File: src/rtl/ram_fifo_pkg.sv
// Shared helpers for the RAM FIFO controller: width calculation and error-mode selectors.
package ram_fifo_pkg;

   localparam int ERR_STICKY  = 0;
   localparam int ERR_DYNAMIC = 1;

   // Number of bits needed to hold values 0..value-1.
   function automatic int clog2(input int value);
      int r;
      int v;
      r = 0;
      v = value - 1;
      while (v > 0) begin
         r = r + 1;
         v = v >> 1;
      end
      return r;
   endfunction

endpackage

File: src/rtl/ram_fifo_ptr.sv
// Modulo-DEPTH wrapping pointer. It wraps at DEPTH-1, so non power-of-2 depths
// never reach addresses at or beyond DEPTH.
module ram_fifo_ptr #(
   parameter int DEPTH = 8,
   parameter int AW    = 3
) (
   input  logic          clk,
   input  logic          rst_n,
   input  logic          inc,
   output logic [AW-1:0] ptr
);

   localparam logic [AW-1:0] LAST = AW'(DEPTH - 1);

   logic [AW-1:0] ptr_q;
   logic [AW-1:0] ptr_d;

   always_comb begin
      ptr_d = ptr_q;
      if (inc) begin
         ptr_d = (ptr_q == LAST) ? '0 : ptr_q + AW'(1);
      end
   end

   always_ff @(posedge clk or negedge rst_n) begin
      if (!rst_n) begin
         ptr_q <= '0;
      end else begin
         ptr_q <= ptr_d;
      end
   end

   assign ptr = ptr_q;

endmodule

File: src/rtl/ram_r_w_fifo_ctl.sv
// FIFO controller for a dual-address RAM: owns the pointers, occupancy count, status flags
// and error, and drives the RAM strobes combinationally from the accepted requests.
module ram_r_w_fifo_ctl
   import ram_fifo_pkg::*;
#(
   parameter int DEPTH    = 8,
   parameter int AE_LEVEL = 1,
   parameter int AF_LEVEL = 1,
   parameter int ERR_MODE = ERR_STICKY,
   parameter int AW       = clog2(DEPTH),
   parameter int CW       = clog2(DEPTH + 1)
) (
   input  logic          clk,
   input  logic          rst_n,
   input  logic          push_req_n,
   input  logic          pop_req_n,
   output logic          ram_cs_n,
   output logic          ram_wr_n,
   output logic [AW-1:0] ram_wr_addr,
   output logic [AW-1:0] ram_rd_addr,
   output logic          empty,
   output logic          almost_empty,
   output logic          half_full,
   output logic          almost_full,
   output logic          full,
   output logic          error,
   output logic [CW-1:0] word_count
);

   localparam logic [CW-1:0] DEPTH_C = CW'(DEPTH);
   localparam logic [CW-1:0] AE_C    = CW'(AE_LEVEL);
   localparam logic [CW-1:0] HF_C    = CW'((DEPTH + 1) / 2);
   localparam logic [CW-1:0] AF_C    = CW'(DEPTH - AF_LEVEL);

   logic          push_ok;
   logic          pop_ok;
   logic          overflow;
   logic          underflow;
   logic [CW-1:0] count_q,  count_d;
   logic          empty_q,  empty_d;
   logic          aempty_q, aempty_d;
   logic          hfull_q,  hfull_d;
   logic          afull_q,  afull_d;
   logic          full_q,   full_d;
   logic          error_q,  error_d;

   // Gating with rst_n keeps the RAM strobes inactive for the whole reset window.
   assign push_ok   = rst_n & ~push_req_n & ~full_q;
   assign pop_ok    = rst_n & ~pop_req_n  & ~empty_q;
   assign overflow  = ~push_req_n & full_q;
   assign underflow = ~pop_req_n  & empty_q;

   assign ram_wr_n = ~push_ok;
   assign ram_cs_n = ~(push_ok | pop_ok);

   ram_fifo_ptr #(.DEPTH(DEPTH), .AW(AW)) u_wr_ptr (
      .clk   (clk),
      .rst_n (rst_n),
      .inc   (push_ok),
      .ptr   (ram_wr_addr)
   );

   ram_fifo_ptr #(.DEPTH(DEPTH), .AW(AW)) u_rd_ptr (
      .clk   (clk),
      .rst_n (rst_n),
      .inc   (pop_ok),
      .ptr   (ram_rd_addr)
   );

   always_comb begin
      count_d = count_q;
      case ({push_ok, pop_ok})
         2'b10:   count_d = count_q + CW'(1);
         2'b01:   count_d = count_q - CW'(1);
         default: count_d = count_q;
      endcase
      // Flags follow the next count so they line up with word_count after the edge.
      empty_d  = (count_d == '0);
      aempty_d = (count_d <= AE_C);
      hfull_d  = (count_d >= HF_C);
      afull_d  = (count_d >= AF_C);
      full_d   = (count_d == DEPTH_C);
      if (ERR_MODE == ERR_DYNAMIC) begin
         error_d = overflow | underflow;
      end else begin
         error_d = error_q | overflow | underflow;
      end
   end

   always_ff @(posedge clk or negedge rst_n) begin
      if (!rst_n) begin
         count_q  <= '0;
         empty_q  <= 1'b1;
         aempty_q <= 1'b1;
         hfull_q  <= 1'b0;
         afull_q  <= 1'b0;
         full_q   <= 1'b0;
         error_q  <= 1'b0;
      end else begin
         count_q  <= count_d;
         empty_q  <= empty_d;
         aempty_q <= aempty_d;
         hfull_q  <= hfull_d;
         afull_q  <= afull_d;
         full_q   <= full_d;
         error_q  <= error_d;
      end
   end

   assign word_count   = count_q;
   assign empty        = empty_q;
   assign almost_empty = aempty_q;
   assign half_full    = hfull_q;
   assign almost_full  = afull_q;
   assign full         = full_q;
   assign error        = error_q;

endmodule

File: config.mk
export PLATFORM = sky130hd
export DESIGN_NAME = ram_r_w_fifo_ctl
export DESIGN_NICKNAME = d
export VERILOG_FILES = /design/src/rtl/ram_fifo_pkg.sv /design/src/rtl/ram_fifo_ptr.sv /design/src/rtl/ram_r_w_fifo_ctl.sv
export SDC_FILE = /design/constraint.sdc
export NUM_CORES = 1
export LEC_CHECK = 0
export BUFFER_PORTS_ARGS = -buffer_cell sky130_fd_sc_hd__buf_2
export CAP_MARGIN = 0
export CORE_MARGIN = 5
export CORE_UTILIZATION = 35
export CTS_CLUSTER_DIAMETER = 150
export DETAILED_ROUTE_END_ITERATION = 12
export PLACE_DENSITY = 0.7
export SLEW_MARGIN = 10
export SYNTH_ARGS = -nofsm -noshare
export SYNTH_HDL_FRONTEND = slang
export SYNTH_SLANG_ARGS = --single-unit
File: constraint.sdc
create_clock -name clk -period 2.4 [get_ports clk]
set_clock_uncertainty 0.2 [all_clocks]
set_input_delay 0 -clock clk [delete_from_list [all_inputs] [get_ports clk]]
set_output_delay 0 -clock clk [all_outputs]
set_load 0.1 [all_outputs]
==> run summary, run 1 <==
Status -> finished, violations left
M3 GR Usage -> 2.193%
First-pass GRT wire length -> 3.532 mm
CP max FO -> 4
WP data required -> 2.43 ns
Fin crit share -> 109.2%
Mapped Avg Cell Area -> 11.69 sq um
Vias in the first global route -> 766
Post-synthesis cell type count -> 27
Slew Viols, Final -> 0
Pre-CTS setup slack -> -0.2143 ns
Main flop type after synthesis -> dfrtp_1
Avg WL per Cell -> 13.56 microns
Syn Std Cell Area -> 818.3 sq um
Slowest Stage Delay on Critical Path -> 0.50 ns
Slowest stage cell, crit path -> dfrtp_4
Die ar. -> 0.003405 sq mm
DR iter-0 viols -> 1
N_diodes -> 0
Placed Cells incl. Taps -> 134
Rows -> 17
Nets -> 138
Setup crit end kind -> flip-flop
Setup crit start kind -> flip-flop
Worst-Skew Late Latency -> 0.29 ns
Chip width -> 58.35 microns
Setup WS post-layout -> -0.2210 ns
Reg2Reg Setup Slack -> -0.22 ns
Worst Path Arrival -> 2.65 ns
Die extent in y -> 58.35 microns
Core footprint -> 0.002212 sq mm
Worst r2r src -> full$_DFF_PN0_
Min-delay worst type -> primary input to async pin
Area contributors post-synth -> dfrtp_1 43%, ha_1 12%, mux2_2 6.9%, dfstp_2 6.4%, and4bb_2 3.1%
Met2 GRT Util -> 26.63%
CTS Buf Count -> 3
Vias -> 715
Crit path kind -> flip-flop to flip-flop
Rel. slew slack -> 67.02%
Final wirelength -> 2.074 mm
Most common cell after layout, fill and taps aside -> buf_4
Failing checks -> setup timing
RSZ-0062 raised after global routing -> yes
Layout fillers -> 197
Boundary Pins -> 22
GR peak layer -> met2
Max Root-Sink Buffers -> 2
Sink Count -> 16
Share of layout cells above drive strength 1 -> 61.60%
Min Tclk post-route -> 2.621 ns
Reg2Reg Depth -> 10
DR pass1 iterations -> 4
Global-route usage over all layers -> 13.60%
Routability Congestion -> 0.6965
Clock root cell -> clkbuf_4
H-Tree Depth -> 1
Post-synth top area share -> 42.81%
CTS clock-pin slew for the worst setup and hold paths -> 0.10 ns
Synth warnings -> 0
DRC viols -> 0
Final setup vio count -> 6
Most used cell, CP -> xor2_1
Initial Utilization -> 36.99%
Largest net degree at the start of global routing -> 10
Max Cap Viol -> 0
Final ANT Viol Nets -> 0
RR Endpoint -> empty$_DFF_PN1_
Commonest non-fill, non-tap cells in the layout -> 26 x buf_4, 21 x buf_2, 13 x dfrtp_1
Crit path cell chain -> nor3b_4 > bufinv_8 > ha_4 > xor2_1 > ha_2 > a21oi_2 > mux2i_1 > xor2_1 > inv_1 > and4bb_2
M1 GR Usage -> 14.68%
Initial antenna violation count -> 0
Synth Instances -> 70
Detailed placer's ending HPWL -> 1.404 mm
Post-Syn Nets -> 82
GR Overflow Total -> 0
Area Overhead vs Synth -> 61.93%
Cell taking the most area after synthesis -> dfrtp_1
Max Freq -> 381.5 MHz
Hold Fails Final Rpt -> 0
Number of synthesized flops with an enable pin -> 0
Worst slew pin tran -> 0.4982 ns
PortBufs -> 21
FFs w/ async S/R, synth -> 100.0%
Post-Layout Cell Count -> 153
Sequential area share after synthesis -> 49.24%
Synth Register Bits -> 16
CTS tree -> yes
Vias/cell -> 4.673
==> logic make-up (layout without fill, tap and decap cells) <==
group / after synthesis / in the layout / synth area share (%)
flip-flops: 16 / 16 / 49.24
buffers and inverters: 5 / 60 / 2.294
AO/OA/AOI/OAI: 10 / 10 / 8.256
AND/OR/NAND/NOR: 22 / 22 / 16.67
XOR/XNOR: 3 / 3 / 3.212
multiplexers: 6 / 6 / 8.104
adder cells (fa/ha/maj): 8 / 8 / 12.23
==> layout make-up <==
class | count | area, sq um | share of cell area (%)
clock buffers | 4 | 36.28 | 2.738
inverters | 5 | 32.53 | 2.455
multi-input cells | 49 | 469.2 | 35.41
flip-flops and latches | 16 | 410.4 | 30.97
well taps | 28 | 35.03 | 2.644
repair buffers | 51 | 341.6 | 25.78
==> cells in the mapped netlist (2+ instances only) <==
library cell  instances
ha_1                  8
nor3b_1               2
nand3_1               3
dfstp_2               2
mux2_2                5
dfrtp_1              14
o21ai_0               3
and4bb_2              2
xor2_1                2
inv_1                 5
nor2_1                4
a21o_1                2
nand2_1               4
==> how the worst max path moves through the flow <==
stage | start | to
4_1_cts | full$_DFF_PN0_ | empty$_DFF_PN1_
6_report | full$_DFF_PN0_ | empty$_DFF_PN1_
5_1_grt | full$_DFF_PN0_ | empty$_DFF_PN1_
3_3_place_gp | full$_DFF_PN0_ | empty$_DFF_PN1_
3_5_place_dp | full$_DFF_PN0_ | empty$_DFF_PN1_
2_1_floorplan | full$_DFF_PN0_ | empty$_DFF_PN1_
==> per-layer routing <==
metal / wire, microns / vias up
met3: 84 / 2
met4: 14 / 0
met5: 0 / -
li1: - / 357
met1: 785 / 344
met2: 1189 / 12
==> per-stage QoR <==
step,hold WS (ns),instance area [sq um],utilization (%),TNS [ns]
2_1_floorplan,-0.4956,869.6,-,-2.728
3_3_place_gp,-0.2514,1122,50.74,-0.6017
3_5_place_dp,-0.2480,1122,50.74,-0.8216
4_1_cts,0.008076,1274,57.58,-0.6577
5_1_grt,0.02401,1325,59.90,-1.846
6_report,0.03424,1325,59.90,-0.9237
==> flip-flops by register name, summed over array words and instances, names as in the netlist <==
register      count
almost_full       1
u_wr_ptr.ptr      3
full              1
empty             1
half_full         1
almost_empty      1
u_rd_ptr.ptr      3
error             1
word_count        4
==> critical path: cells and delay by family (launching register included) <==
family,cells,cell delay (ns)
multiplexers,1,0.23
XOR/XNOR,2,0.36
AO/OA/AOI/OAI,1,0.12
AND/OR/NAND/NOR,2,0.51
adder cells (fa/ha/maj),2,0.33
buffers and inverters,2,0.31
flip-flops,1,0.50
==> timing repair <==
action                     4_1_cts  5_1_grt
hold endpoints to repair        19        0
hold buffers                     3        0
setup endpoints to repair        6        7
setup buffers                   10        3
gates resized for setup          2        7
pin swaps                        5        3
cloned                           0        0
Power of run 1 is not shown: default switching activity piles up to over one toggle a cycle in this logic, so the estimate is an artifact.
==> inputs of run 2 (changes only) <==
--- a/config.mk
+++ b/config.mk
@@ -11,7 +11,8 @@
 export CORE_UTILIZATION = 35
 export CTS_CLUSTER_DIAMETER = 150
 export DETAILED_ROUTE_END_ITERATION = 12
-export PLACE_DENSITY = 0.7
+export MAX_ROUTING_LAYER = met4
+export PLACE_DENSITY = 0.68
 export SLEW_MARGIN = 10
 export SYNTH_ARGS = -nofsm -noshare
 export SYNTH_HDL_FRONTEND = slang
==> constraint.sdc (replaced) <==
create_clock -name clk -period 3.4 [get_ports clk]
set_clock_uncertainty 0.2 [all_clocks]
set_input_delay 0 -clock clk [delete_from_list [all_inputs] [get_ports clk]]
set_output_delay 0 -clock clk [all_outputs]
set_load 0.1 [all_outputs]
==> run 2 against run 1 <==
Net effect: the flow now finishes without violations; setup slack better by 0.42 ns; sequential share of layout area up 6.9 points; register-to-register slack better by 0.81 ns; clock-buffer cell count unchanged; routed wire length down 24%; die area unchanged; non-clock buffer count down 24; worst hold slack better by 0.29 ns; critical path depth up 4; sequential cell count unchanged; via count down 15%; critical endpoint is now almost_empty$_DFF_PN1_.
==> run summary, run 2 (synthesis gave the netlist of run 1 again) <==
Setup crit end kind -> flip-flop
Final wirelength -> 1.583 mm
M3 GR Usage -> 3.509%
CTS tree -> yes
Global-route usage over all layers -> 10.45%
Core footprint -> 0.002212 sq mm
Routability Congestion -> 0.7737
First-pass GRT wire length -> 2.642 mm
Layout fillers -> 222
Initial Utilization -> 36.99%
Worst-Skew Late Latency -> 0.28 ns
Min Tclk post-route -> 3.198 ns
Fin crit share -> 94.06%
Chip width -> 58.35 microns
Max Root-Sink Buffers -> 2
Slowest Stage Delay on Critical Path -> 0.54 ns
Crit path kind -> primary input to flip-flop
Die ar. -> 0.003405 sq mm
Initial antenna violation count -> 0
DR pass1 iterations -> 2
Final ANT Viol Nets -> 0
Core Util, Final -> 48.13%
Placed cell area -> 970.9 sq um
Avg WL per Cell -> 12.27 microns
Slowest stage cell, crit path -> dlygate4sd3_1
Vias in the first global route -> 634
Vias -> 610
Rel. slew slack -> 67.56%
GR Overflow Total -> 0
Rows -> 17
Max FFs per register -> 4
Largest net degree at the start of global routing -> 18
Clock root cell -> clkbuf_4
Nets -> 114
Worst Path Arrival -> 3.22 ns
CP max FO -> 17
Hold Fails Final Rpt -> 0
Final setup vio count -> 0
Setup_tns -> 0 ns
DR iter-0 viols -> 5
GR peak layer -> met2
Die extent in y -> 58.35 microns
DRC viols -> 0
Min-delay worst type -> flip-flop to flip-flop
Slew Viols, Final -> 0
CTS clock-pin slew for the worst setup and hold paths -> 0.09 ns
Setup crit start kind -> primary input
M1 GR Usage -> 10.70%
Vias/cell -> 4.729
N_diodes -> 0
Detailed placer's ending HPWL -> 1.200 mm
Worst slew pin tran -> 0.4900 ns
Most common cell after layout, fill and taps aside -> buf_2
Area Overhead vs Synth -> 30.12%
Sink Count -> 16
Fin area -> 0.001065 sq mm
H-Tree Depth -> 1
WP data required -> 3.43 ns
Share of layout cells above drive strength 1 -> 42.57%
Commonest non-fill, non-tap cells in the layout -> 21 x buf_2, 14 x dfrtp_1, 8 x ha_1
Pre-CTS setup slack -> 0.5894 ns
Max Cap Viol -> 0
Setup WS post-layout -> 0.2020 ns
Max Freq -> 312.7 MHz
PortBufs -> 21
RSZ-0062 raised after global routing -> no
Boundary Pins -> 22
Crit path cell chain -> dlygate4sd3_1 > buf_2 > dlygate4sd3_1 > buf_4 > nand2_4 > inv_1 > ha_1 > xor2_1 > ha_1 > a21oi_2 > mux2i_1 > xor2_1 > inv_1 > and4bb_2
Met2 GRT Util -> 18.18%
CTS Buf Count -> 3
Status -> finished clean
## run 2: through the flow
stage                     hold slack (ns)  cells
after floorplan                   -0.4956     70
after global placement            -0.2321    120
after detailed placement          -0.2332    120
after CTS                          0.3425    129
after global routing               0.3792    129
final                              0.3276    129
## run 2: area by class of cell
cell class	count	area, sq um	area share (%)
multi-input cells	49	409.1	38.43
clock buffers	4	36.28	3.408
inverters	5	18.77	1.763
flip-flops and latches	16	402.9	37.84
repair buffers	27	162.7	15.28
well taps	28	35.03	3.290
## run 2: final timing paths
| kind | cells past startpoint | from | slack [ns] | end |
|---|---|---|---|---|
| min reg2reg | 2 | u_rd_ptr.ptr[1]$_DFFE_PN0N_ | 0.33 | u_rd_ptr.ptr[1]$_DFFE_PN0N_ |
| min in group asynchronous | 4 | rst_n | 0.54 | u_wr_ptr.ptr[1]$_DFFE_PN0P_ |
| max | 14 | rst_n | 0.20 | almost_empty$_DFF_PN1_ |
| min | 2 | u_rd_ptr.ptr[1]$_DFFE_PN0N_ | 0.33 | u_rd_ptr.ptr[1]$_DFFE_PN0N_ |
| max reg2reg | 10 | full$_DFF_PN0_ | 0.59 | almost_empty$_DFF_PN1_ |
| max in group asynchronous | 4 | rst_n | 2.20 | almost_empty$_DFF_PN1_ |
## run 2: worst max-delay path, delay by kind of cell
family,cells,cell delay (ns)
buffers and inverters,6,1.58
adder cells (fa/ha/maj),2,0.44
XOR/XNOR,2,0.42
AND/OR/NAND/NOR,2,0.40
multiplexers,1,0.25
AO/OA/AOI/OAI,1,0.12
## run 2: timing repair
| item | CTS | global route |
|---|---|---|
| hold buffers | 5 | 0 |
| setup buffers | 0 | 0 |
| setup endpoints to repair | 0 | 3 |
| resized for setup | 0 | 2 |
| endpoints found under the hold margin | 22 | 0 |
## run 2: metal layers
layer | vias up | share of wire, %
met5 | - | 0
met4 | 0 | 0.25
met3 | 2 | 5.0
met2 | 11 | 53
met1 | 290 | 42
li1 | 307 | -
Power of run 2 is left out for the same reason.
